`config.mk`:
```
export PLATFORM = sky130hd
export DESIGN_NAME = tmr_vote_monitor
export DESIGN_NICKNAME = d
export VERILOG_FILES = /design/src/rtl/tmr_vote_monitor.sv
export SDC_FILE = /design/constraint.sdc
export NUM_CORES = 1
export LEC_CHECK = 0
export BUFFER_PORTS_ARGS = -buffer_cell sky130_fd_sc_hd__buf_2
export CAP_MARGIN = 20
export CORE_MARGIN = 2
export CORE_UTILIZATION = 54
export CTS_CLUSTER_SIZE = 28
export DETAILED_ROUTE_END_ITERATION = 10
export PLACE_DENSITY = 0.83
export REMOVE_ABC_BUFFERS = 1
export SLEW_MARGIN = 10
export SYNTH_ARGS = -nofsm -noshare
export SYNTH_HDL_FRONTEND = slang
export SYNTH_SLANG_ARGS = --single-unit
```
`constraint.sdc`:
```
create_clock -name CLK -period 3.2 [get_ports CLK]
set_clock_uncertainty 0.2 [all_clocks]
set_input_delay 0.96 -clock CLK [delete_from_list [all_inputs] [get_ports CLK]]
set_output_delay 0.96 -clock CLK [all_outputs]
set_load 0.05 [all_outputs]
```
`src/rtl/tmr_vote_monitor.sv`:
```
// Registered triple-modular-redundancy voter with per-lane disagreement tracking,
// saturating error counters and sticky consecutive-mismatch fault flags.
module tmr_vote_monitor #(
    parameter int W            = 8,
    parameter int CNT_W        = 4,
    parameter int FAULT_THRESH = 3
) (
    input  logic             CLK,
    input  logic             RST,
    input  logic             IN_VALID,
    input  logic [W-1:0]     A,
    input  logic [W-1:0]     B,
    input  logic [W-1:0]     C,
    input  logic             CLR_FAULT,
    output logic             O_VALID,
    output logic [W-1:0]     O,
    output logic [2:0]       MISMATCH,
    output logic [CNT_W-1:0] ERR_A,
    output logic [CNT_W-1:0] ERR_B,
    output logic [CNT_W-1:0] ERR_C,
    output logic [2:0]       FAULT,
    output logic             DEGRADED
);

    localparam logic [3:0]       THRESH  = 4'(FAULT_THRESH);
    localparam logic [CNT_W-1:0] ERR_MAX = '1;

    logic [2:0][W-1:0] lanes;
    logic [W-1:0]      vote;
    logic [2:0]        mm;

    logic              o_valid_q, o_valid_d;
    logic [W-1:0]      o_q, o_d;
    logic [2:0]        mm_q, mm_d;
    logic [CNT_W-1:0]  err_q [3];
    logic [CNT_W-1:0]  err_d [3];
    logic [3:0]        cons_q [3];
    logic [3:0]        cons_d [3];
    logic [2:0]        fault_q, fault_d;
    logic              degraded_q, degraded_d;

    assign lanes = {C, B, A};
    assign vote  = (A & B) | (A & C) | (B & C);
    assign mm[0] = |(A ^ vote);
    assign mm[1] = |(B ^ vote);
    assign mm[2] = |(C ^ vote);

    always_comb begin
        o_valid_d = IN_VALID;
        o_d       = o_q;
        mm_d      = mm_q;
        fault_d   = fault_q;
        for (int k = 0; k < 3; k++) begin
            err_d[k]  = err_q[k];
            cons_d[k] = cons_q[k];
        end

        if (IN_VALID) begin
            o_d  = vote;
            mm_d = mm;
        end

        for (int k = 0; k < 3; k++) begin
            // A clear wipes history first so a same-cycle sample starts a fresh run.
            if (CLR_FAULT) begin
                cons_d[k]  = '0;
                fault_d[k] = 1'b0;
            end
            if (IN_VALID) begin
                if (mm[k]) begin
                    if (err_q[k] != ERR_MAX) begin
                        err_d[k] = err_q[k] + 1'b1;
                    end
                    if (cons_d[k] != THRESH) begin
                        cons_d[k] = cons_d[k] + 1'b1;
                    end
                    if (cons_d[k] == THRESH) begin
                        fault_d[k] = 1'b1;
                    end
                end else begin
                    cons_d[k] = '0;
                end
            end
        end

        degraded_d = (fault_d[0] & fault_d[1]) | (fault_d[0] & fault_d[2]) |
                     (fault_d[1] & fault_d[2]);
    end

    always_ff @(posedge CLK) begin
        if (RST) begin
            o_valid_q  <= 1'b0;
            o_q        <= '0;
            mm_q       <= '0;
            fault_q    <= '0;
            degraded_q <= 1'b0;
            for (int k = 0; k < 3; k++) begin
                err_q[k]  <= '0;
                cons_q[k] <= '0;
            end
        end else begin
            o_valid_q  <= o_valid_d;
            o_q        <= o_d;
            mm_q       <= mm_d;
            fault_q    <= fault_d;
            degraded_q <= degraded_d;
            for (int k = 0; k < 3; k++) begin
                err_q[k]  <= err_d[k];
                cons_q[k] <= cons_d[k];
            end
        end
    end

    assign O_VALID  = o_valid_q;
    assign O        = o_q;
    assign MISMATCH = mm_q;
    assign ERR_A    = err_q[0];
    assign ERR_B    = err_q[1];
    assign ERR_C    = err_q[2];
    assign FAULT    = fault_q;
    assign DEGRADED = degraded_q;

endmodule
```
# After elaboration in Yosys (flattened, before gate mapping)
# Memories as Yosys holds them, arrays and structs flattened.
# Index checks and enable logic that the tools add are counted.
[totals] n_memories=2 reg_bits=16 in_bits=28 ram_bits=24 out_inout_bits=28 elab_cells=92
[mem_list] name="cons_q" depth=3 width=4 rd=3 rd_ports_with_merged_regs=0 write_ports=3 line="37" text="logic [3:0] cons_q [3];"
[mem_list] name="err_q" depth=3 width=4 rd=3 rd_ports_with_merged_regs=0 write_ports=3 line="35" text="logic [CNT_W-1:0] err_q [3];"
[op_classes] muxes=48 n_reduce_logical=3 n_eq_ne=9 addsub=6 n_bitwise=19
[op_table] op="2-to-1 mux 4 bit" count=33
[op_table] op="adder 4 x 1 -> 4 bit (second input constant)" count=6
[op_table] op="AND 8 bit" count=3
[op_table] op="OR reduction 8 bit" count=3
[op_table] op="XOR 8 bit" count=3
[op_table] op="OR 8 bit" count=2
[op_table] op="2-to-1 mux 1 bit" count=15
[op_table] op="== test 4 x 2 -> 1 bit (second input constant)" count=3
[op_table] op="inequality test 4 x 2 -> 1 bit (second input constant)" count=3
[op_table] op="inequality test 4 bit (second input constant)" count=3
[op_table] op="OR 1 bit" count=8
[op_table] op="AND 1 bit" count=3

# Longest topological paths before layout
# Gate-level depths: netlist (run 1).
[depth] depth_word=14 depth_mapped=10 depth_no_buf=8

# Worst setup path after synthesis (run 1)
# Ideal clock, no wire load.
[synth_timing] kind="input port to flip-flop" from="in CLR_FAULT" to="reg degraded_q, in the netlist DEGRADED" setup_slack_ns=0.165 setup_ns=0.117 stages=9 path_buffers=2 arrival_ns=2.718 t_required_ns=2.883 path_cell_list="clkbuf_1 > nor2b_1 > ha_1 > clkbuf_1 > o21ai_0 > a32o_1 > and3_1 > a311o_1 > a22o_1"
[synth_via] elab_chain_len=12 word_cells_on_any_way=38 cone_classes="add/sub: 3; eq/ne: 6; mux: 24; bitwise: 5"
[synth_lines] item="start, declared" line="14" text="input logic CLR_FAULT,"
[synth_lines] item="2-to-1 mux 4 bit" line="65" text="if (CLR_FAULT) begin"
[synth_lines] item="adder 4 x 1 -> 4 bit or inequality test 4 x 2 -> 1 bit (tied branches)" line="75, 74"
[synth_lines] item="2-to-1 mux 4 bit" line="74" text="if (cons_d[k] != THRESH) begin"
[synth_lines] item="2-to-1 mux 4 bit" line="70" text="if (mm[k]) begin"
[synth_lines] item="2-to-1 mux 4 bit" line="69" text="if (IN_VALID) begin"
[synth_lines] item="== test 4 x 2 -> 1 bit" line="77" text="if (cons_d[k] == THRESH) begin"
[synth_lines] item="2-to-1 mux 1 bit" line="77"
[synth_lines] item="2-to-1 mux 1 bit" line="70"
[synth_lines] item="2-to-1 mux 1 bit" line="69"
[synth_lines] item="AND 1 bit" line="86" text="degraded_d = (fault_d[0] & fault_d[1]) | (fault_d[0] & fault_d[2]) |"
[synth_lines] item="OR 1 bit" line="86"
[synth_lines] item="OR 1 bit (*)" line="86"
[synth_lines] item="end signal, assigned" line="106" text="degraded_q <= degraded_d;"
[synth_lines] item="end, declared" line="40" text="logic degraded_q, degraded_d;"
# Mark *: on every way between the ends. The rest lies on a longest branch, timed or not. The select of a mux whose other input is x is not followed.
# A chain may end at the register's enable or synchronous reset.

# Final worst setup path (run 1)
# Ends and elaborated chain as after synthesis.

==> results.yml, run 1 <==
worst_setup_path:
  r2r_cells: 7
  max_stage_delay_ns: 0.34
  timing.rr.end: "DEGRADED$_SDFF_PP0_"
  cp_slowest_cell: "ha_1"
  r2r-start: "cons_q[0][8]$_SDFF_PP0_"
  cp-end-kind: "register"
  path_class: "primary input to register"
  path_cells: "buf_2 > nor2b_1 > ha_1 > o21ai_0 > a32o_1 > and3_1 > a311o_1 > a22o_1"
  cp_max_fo: 9
  r2r_slack_ns: 0.76
  startpoint_type: "primary input"
  critPathArrivalTime_ns: 2.79
  cp.required_ns: 3.20
global_routing:
  grt_pass1_wl_um: 10300
  grt_pass1_vias: 2302
  overflow: 0
  antenna_found_initial: 0
  track_usage_pct: 25.1
  grt_max_degree: 32
run:
  cap_viol_max_count: 0
die:
  ios: 56
  initial_utilization_pct: 56.5
  die_x_um: 71.7
  rows: 24
  dieArea_um2: 5140
  core_area_um2: 4380
  die_y_um: 71.7
route:
  drtAntennaViolNets: 0
  drt_iter0_drc: 232
  drc: 0
  vias: 2588
  avgViaCountPerCell: 6.21
  routed_wirelength_um: 6080
  routedWlPerCell_um: 14.6
  firstDrtPassIters: 4
clocking:
  numClockSinks: 40
  htreeDepth: 2
  cts_hold_buf: 0
  cts_buffers: 5
  cts_setup_buffers: 0
  path_clk_slew_ns: 0.08
  cts_root_buf: "clkbuf_8"
  clockBufferDepth: 2
  cts_tree: "done"
  clock_latency_ns: 0.30
  cts_resized: 0
timing:
  fin_crit_ns: 2.79
  worst_slew_pin_slew_ns: 0.714
  setup_viol: 0
  timing.hold.ws_ns: 0.284
  clock.fmax_mhz: 359
  drv_slew: 0
  period_share_pct: 87.1
  grt_setup_unrepaired: "false"
  hold_viol_final: 0
  slew_headroom_pct: 52.2
  fin_setup_tns_ns: 0
hold_path:
  whs_endpoint: "O[3]$_SDFFE_PP0P_"
  hold_start: "O[3]$_SDFFE_PP0P_"
  min_path_type: "register to register"
  whs_path_depth: 2
synthesis:
  synth_edf_count: 0
  synthTopCellsByCount: "40 x dfxtp_1, 27 x nand2_1, 26 x nor2_1"
  seq_area_frac_synth_pct: 32.3
  synthCells: 307
  ys_ff_latch: 40
  synth_area_per_cell_um2: 8.07
  synth_most_common_cell: "dfxtp_1"
  syn_area_um2: 2480
  async_reset_ff_share_pct: 0
  yosysTopAreaCell: "dfxtp_1"
  synth_warnings: 0
  synth.area.top_cells: "dfxtp_1 32%, a311oi_1 4.2%, nand2_1 4.1%"
  synth_ff_type: "dfxtp_1"
  yosysTopAreaCellShare_pct: 32.3
  ys_types: 51
placement:
  portBuffers: 55
  dpl.hpwl_um: 4370
  placed_cells: 409
  place_congestion: 0.882
cells_and_area:
  fin_cells: 417
  layout-drive-gt1-share_pct: 22.7
  syn_to_final_growth_pct: 17.9
  n_fill_cell: 376
  multi_input_area_um2: 1600
  antenna_cells: 0
  nets: 398
  register_area_um2: 801
power:
  leakagePower_nw: 1.26
  peakVddDrop_mv: 0.199
  p_per_area_nw_per_um2: 412
  p_total_mw: 1.20
status:
  status: "finished, final reports clean"
how the worst max path moves through the flow:
stage	start	end	slack (ns)	cells past startpoint
6_report	CLR_FAULT	DEGRADED$_SDFF_PP0_	0.41	8
5_1_grt	CLR_FAULT	DEGRADED$_SDFF_PP0_	0.26	8
4_1_cts	CLR_FAULT	DEGRADED$_SDFF_PP0_	0.45	8
3_5_place_dp	CLR_FAULT	DEGRADED$_SDFF_PP0_	0.13	8
3_3_place_gp	A[4]	DEGRADED$_SDFF_PP0_	0.19	8
2_1_floorplan	B[7]	DEGRADED$_SDFF_PP0_	0.26	6
state kept, by name, indices dropped and copies added, names as in the netlist:
name	cells
O	8
FAULT	3
DEGRADED	1
MISMATCH	3
cons_q	12
O_VALID	1
err_q	12
routing by layer:
layer | GRT usage [%] | wire [um] | vias to the layer above
met5 | 0 | 0 | -
met4 | 11.3 | 113 | 0
met3 | 4.36 | 243 | 10
met2 | 42.0 | 2970 | 68
met1 | 31.6 | 2750 | 1216
li1 | - | - | 1294
through the flow:
| stage | cell area [um^2] | setup slack (ns) | util [%] |
|---|---|---|---|
| floorplan | 2430 | 0.258 | - |
| global placement | 2830 | 0.190 | 64.5 |
| detailed placement | 2830 | 0.133 | 64.5 |
| CTS | 2920 | 0.455 | 66.6 |
| global route | 2920 | 0.262 | 66.6 |
| finish | 2920 | 0.414 | 66.6 |
worst max-delay path: cells and delay by family:
kind            cells  cell delay (ns)
simple gates        2             0.42
fa+ha+maj           1             0.34
compound gates      4             0.91
buf+inv             1             0.15
layout by cell type (no fill, tap or decap), types with 2 or more instances in the layout:
cell	n
a21oi_1	15
a221oi_1	2
a22oi_1	3
a311oi_1	12
a31oi_1	7
a32o_1	2
a41o_1	2
a41oi_1	5
and3_1	4
and3b_1	10
buf_2	55
buf_4	8
clkbuf_8	6
dfxtp_1	40
ha_1	6
inv_1	7
mux2_2	2
nand2_1	27
nand2b_1	5
nand3_1	14
nand3b_1	11
nand4_1	4
nand4b_1	2
nor2_1	26
nor2b_1	13
nor3_1	6
nor3b_1	10
nor4_1	4
o21ai_0	18
o22ai_1	7
or3_1	2
or3b_2	7
xor2_1	3
kinds of logic (layout without fill, tap and decap cells):
kind of cell | after synthesis | count (layout) | synth area share (%)
adder cells (fa/ha/maj) | 6 | 6 | 3.03
XOR/XNOR | 3 | 3 | 1.06
buffers and inverters | 20 | 78 | 3.08
AND/OR/NAND/NOR | 149 | 149 | 34.7
flip-flops | 40 | 40 | 32.3
AO/OA/AOI/OAI | 87 | 87 | 24.9
multiplexers | 2 | 2 | 0.909
layout make-up:
| class | instances | share of cell area, % |
|---|---|---|
| clock buffers | 7 | 2.96 |
| clock inverters | 1 | 0.257 |
| inverters | 7 | 0.900 |
| multi-input cells | 247 | 54.8 |
| flip-flops and latches | 40 | 27.4 |
| well taps | 52 | 2.23 |
| repair buffers | 63 | 11.5 |
power by group:
part	total (mW)	internal [mW]	switching (mW)
Clock	0.365	0.175	0.190
Combinational	0.296	0.0990	0.197
Sequential	0.542	0.522	0.0194
(Power assumes the default switching activity.)
==> run 2, diff against run 1 <==
CORE_UTILIZATION = 43   (was 54)
PLACE_DENSITY = 0.69   (was 0.83)
==> results.yml, run 2 (synthesis gave the netlist of run 1 again) <==
die:
  ios: 56
  initial_utilization_pct: 44.7
  dieArea_um2: 6380
  rows: 27
  die_x_um: 79.9
  core_area_um2: 5540
  die_y_um: 79.9
clocking:
  cts_root_buf: "clkbuf_8"
  cts_setup_buffers: 0
  cts_buffers: 5
  clock_latency_ns: 0.30
  cts_hold_buf: 0
  cts_tree: "done"
  path_clk_slew_ns: 0.09
  clockBufferDepth: 2
  htreeDepth: 2
  cts_resized: 0
  numClockSinks: 40
placement:
  dpl.hpwl_um: 4480
  portBuffers: 55
  place_congestion: 0.808
timing:
  period_share_pct: 89.4
  slew_headroom_pct: 45.1
  setup_viol: 0
  hold_viol_final: 0
  drv_slew: 0
  fin_setup_tns_ns: 0
  worst_slew_pin_slew_ns: 0.819
  clock.fmax_mhz: 349
  grt_setup_unrepaired: "false"
  fin_crit_ns: 2.86
cells_and_area:
  n_fill_cell: 535
  fin_util_pct: 53.7
  layout_commonest_cell: "buf_2"
  layout-drive-gt1-share_pct: 23.4
  nets: 400
  register_area_um2: 801
  antenna_cells: 0
  final_cell_mix: "55 x buf_2, 40 x dfxtp_1, 27 x nand2_1, 26 x nor2_1, 18 x o21ai_0"
  syn_to_final_growth_pct: 20.3
  multi_input_area_um2: 1600
global_routing:
  overflow: 0
  grt.busiest_layer: "met2"
  grt_util_met3_pct: 3.96
  track_usage_pct: 21.1
  grt_pass1_vias: 2325
  antenna_found_initial: 0
  gr-usage-met2_pct: 34.5
  grt_pass1_wl_um: 10800
  grt_max_degree: 32
  gr-usage-met1_pct: 27.9
worst_setup_path:
  cp-end-kind: "register"
  r2r-start: "cons_q[0][8]$_SDFF_PP0_"
  path_cells: "buf_2 > and3b_1 > nor4_1 > buf_4 > a41oi_1 > and3_1 > a311o_1 > a22o_1"
  r2r_cells: 7
  max_stage_delay_ns: 0.50
  cp_slowest_cell: "nor4_1"
  path_class: "primary input to register"
  startpoint_type: "primary input"
  timing.rr.end: "DEGRADED$_SDFF_PP0_"
  critPathArrivalTime_ns: 2.85
  cp_max_fo: 8
  cp.required_ns: 3.19
  crit_path_start: "A[3]"
  r2r_slack_ns: 0.88
route:
  drc: 0
  routedWlPerCell_um: 14.4
  firstDrtPassIters: 4
  routed_wirelength_um: 6320
  drt_iter0_drc: 103
  drtAntennaViolNets: 0
  avgViaCountPerCell: 5.80
  vias: 2545
hold_path:
  whs_path_depth: 2
  min_path_type: "register to register"
  whs_endpoint: "O[4]$_SDFFE_PP0P_"
  hold_start: "O[4]$_SDFFE_PP0P_"
power:
  p_total_mw: 1.26
  leakagePower_nw: 1.28
  p_per_area_nw_per_um2: 424
  peakVddDrop_mv: 0.183
run:
  cap_viol_max_count: 0
status:
  status: "finished, final reports clean"
## run 2: cell types whose count changed in the layout (fill, tap and decap cells not counted), sizes merged
cell    before  now
clkbuf       7    5
clkinv       0    1
bufinv       0    1
buf         63   65
## run 2: worst max-delay path: cells and delay by family
kind                   cells  cell delay (ns)
and+or+nand+nor            3             0.90
AOI/OAI and AO/OA          3             0.64
buffers and inverters      2             0.34
## run 2: where the power goes
| part | leakage (nW) | internal [mW] | switching (mW) |
|---|---|---|---|
| Combinational | 0.894 | 0.101 | 0.199 |
| Sequential | 0.328 | 0.522 | 0.0198 |
| Clock | 0.0541 | 0.231 | 0.190 |
## run 2: how the worst max path moves through the flow
stage | endpoint | slack, ns
3_5_place_dp | DEGRADED$_SDFF_PP0_ | 0.06
4_1_cts | DEGRADED$_SDFF_PP0_ | 0.35
6_report | DEGRADED$_SDFF_PP0_ | 0.34
5_1_grt | DEGRADED$_SDFF_PP0_ | 0.23
3_3_place_gp | DEGRADED$_SDFF_PP0_ | 0.04
2_1_floorplan | DEGRADED$_SDFF_PP0_ | 0.26
## run 2: layout make-up
cell class	instances	share of cell area, %
well taps	72	3.03
inverters	7	0.882
clock buffers	5	2.31
repair buffers	65	11.8
clock inverters	3	1.43
multi-input cells	247	53.7
flip-flops and latches	40	26.9
## run 2: stage by stage
step | hold WS, ns | area [um^2] | worst slack [ns] | instances
global placement | 0.268 | 2870 | 0.0404 | 431
CTS | 0.290 | 2980 | 0.353 | 439
global route | 0.296 | 2980 | 0.226 | 439
floorplan | 0.294 | 2430 | 0.258 | 294
detailed placement | 0.273 | 2870 | 0.0626 | 431
finish | 0.283 | 2980 | 0.339 | 439
## run 2: per-layer routing
layer | up-vias | share of wire [%]
met4 | 0 | 1.0
met1 | 1194 | 48
met2 | 46 | 47
li1 | 1298 | -
met5 | - | 0
met3 | 7 | 3.3
==> run 3, diff against run 2 <==
SETUP_SLACK_MARGIN = 0.4   (was unset)
==> results.yml, run 3 (synthesis gave the netlist of run 1 again) <==
hold_path:
  min_path_type: "register to register"
power:
  p_comb_share_pct: 24.3
  p_total_mw: 1.27
  power.share.sequential_pct: 42.6
  leakagePower_nw: 1.28
  intPower_uw: 858
  p_switching_uw: 416
  clkPwrFrac_pct: 33.2
  p_per_area_nw_per_um2: 421
  peakVddDrop_mv: 0.184
  switching_share_pct: 32.7
cells_and_area:
  nets: 400
  layout_commonest_cell: "buf_2"
  antenna_cells: 0
  final_cell_mix: "54 x buf_2, 40 x dfxtp_1, 27 x nand2_1, 26 x nor2_1, 18 x o21ai_0"
  layout-drive-gt1-share_pct: 24.8
  final_area_um2: 3030
  syn_to_final_growth_pct: 22.3
  fin_cells: 439
global_routing:
  gr-usage-met1_pct: 27.9
  antenna_found_initial: 0
  grt_max_degree: 32
  overflow: 0
  grt_pass1_wl_um: 10800
  gr-usage-met2_pct: 34.6
  track_usage_pct: 21.1
  grt_util_met3_pct: 3.96
  grt_pass1_vias: 2328
  grt.busiest_layer: "met2"
route:
  firstDrtPassIters: 4
  drc: 0
  routedWlPerCell_um: 14.5
  avgViaCountPerCell: 5.89
  drt_iter0_drc: 115
  vias: 2587
  routed_wirelength_um: 6360
  drtAntennaViolNets: 0
die:
  die_x_um: 79.9
  dieArea_um2: 6380
  ios: 56
  rows: 27
  core_area_um2: 5540
  initial_utilization_pct: 44.7
  die_y_um: 79.9
timing:
  setup_viol: 0
  drv_slew: 0
  period_share_pct: 84.3
  worst_slew_pin_slew_ns: 0.598
  fin_crit_ns: 2.70
  slew_headroom_pct: 59.7
  hold_viol_final: 0
  grt_setup_unrepaired: "false"
  fin_setup_tns_ns: 0
  clock.fmax_mhz: 371
  timing.hold.ws_ns: 0.283
worst_setup_path:
  path_cells: "buf_2 > and3b_1 > nor4_2 > buf_4 > a41oi_1 > and3_1 > a311o_1 > a22o_1"
  crit_buf_inv: 2
  cp_slowest_cell: "nor4_2"
  cp-end-kind: "register"
  startpoint_type: "primary input"
  cp_max_fo: 8
  path_class: "primary input to register"
  critPathArrivalTime_ns: 2.69
  critical_path.top_delay_family: "simple AND/OR/NAND/NOR gates"
  max_stage_delay_ns: 0.36
  cp.required_ns: 3.20
clocking:
  cts_root_buf: "clkbuf_8"
  path_clk_slew_ns: 0.09
  cts_buffers: 5
  clockBufferDepth: 2
  cts_tree: "done"
  clock_latency_ns: 0.30
  htreeDepth: 2
  numClockSinks: 40
  cts_hold_buf: 0
  cts_setup_buffers: 0
status:
  status: "finished, final reports clean"
placement:
  portBuffers: 55
  place_congestion: 0.808
  placed_cells: 431
  place_area_um2: 2870
  dpl.hpwl_um: 4480
run:
  cap_viol_max_count: 0
run 3: tightest hold or removal path: stages, from the launching register on:
cell,delay (ns)
dfxtp_1,0.32
nor2_1,0.08
a311oi_1,0.05
run 3: path summary, 6_finish.rpt:
kind	from	end	slack (ns)	depth (start not counted)
worst max register to register	cons_q[0][4]$_SDFF_PP0_	DEGRADED$_SDFF_PP0_	0.94	6
worst min-delay path	O[4]$_SDFFE_PP0P_	O[4]$_SDFFE_PP0P_	0.28	2
worst max-delay path	A[3]	DEGRADED$_SDFF_PP0_	0.50	8
worst min register to register	O[4]$_SDFFE_PP0P_	O[4]$_SDFFE_PP0P_	0.28	2
run 3: area by class of cell:
class	count	area (um^2)
fill	528	2510
multi-input combinational	247	1650
sequential	40	801
timing repair buffer	65	353
tap	72	90.1
clock buffer	5	68.8
clock inverter	3	42.5
inverter	7	26.3
run 3: layer usage:
metal,share of wire (%),wire (um)
met1,48,3030
met2,47,3000
met3,4.1,261
met4,1.2,74
met5,0,0
run 3: power groups by stage:
| stage | registers [mW] | clock network, mW | logic [mW] |
|---|---|---|---|
| after floorplan | 0.623 | 0 | 0.116 |
| after global placement | 0.553 | 0 | 0.292 |
| after detailed placement | 0.553 | 0 | 0.298 |
| after CTS | 0.542 | 0.430 | 0.300 |
| after global routing | 0.546 | 0.452 | 0.337 |
| final | 0.542 | 0.423 | 0.309 |
run 3: through the flow:
stage | setup WS, ns | util (%)
floorplan | 0.258 | -
global placement | 0.0404 | 51.7
detailed placement | 0.0626 | 51.7
CTS | 0.407 | 53.9
global route | 0.403 | 54.7
finish | 0.504 | 54.7
run 3: timing repair:
action / 4_1_cts / 5_1_grt
gates cloned: 0 / 0
endpoints found under the setup margin: 1 / 4
gates resized for setup: 1 / 8
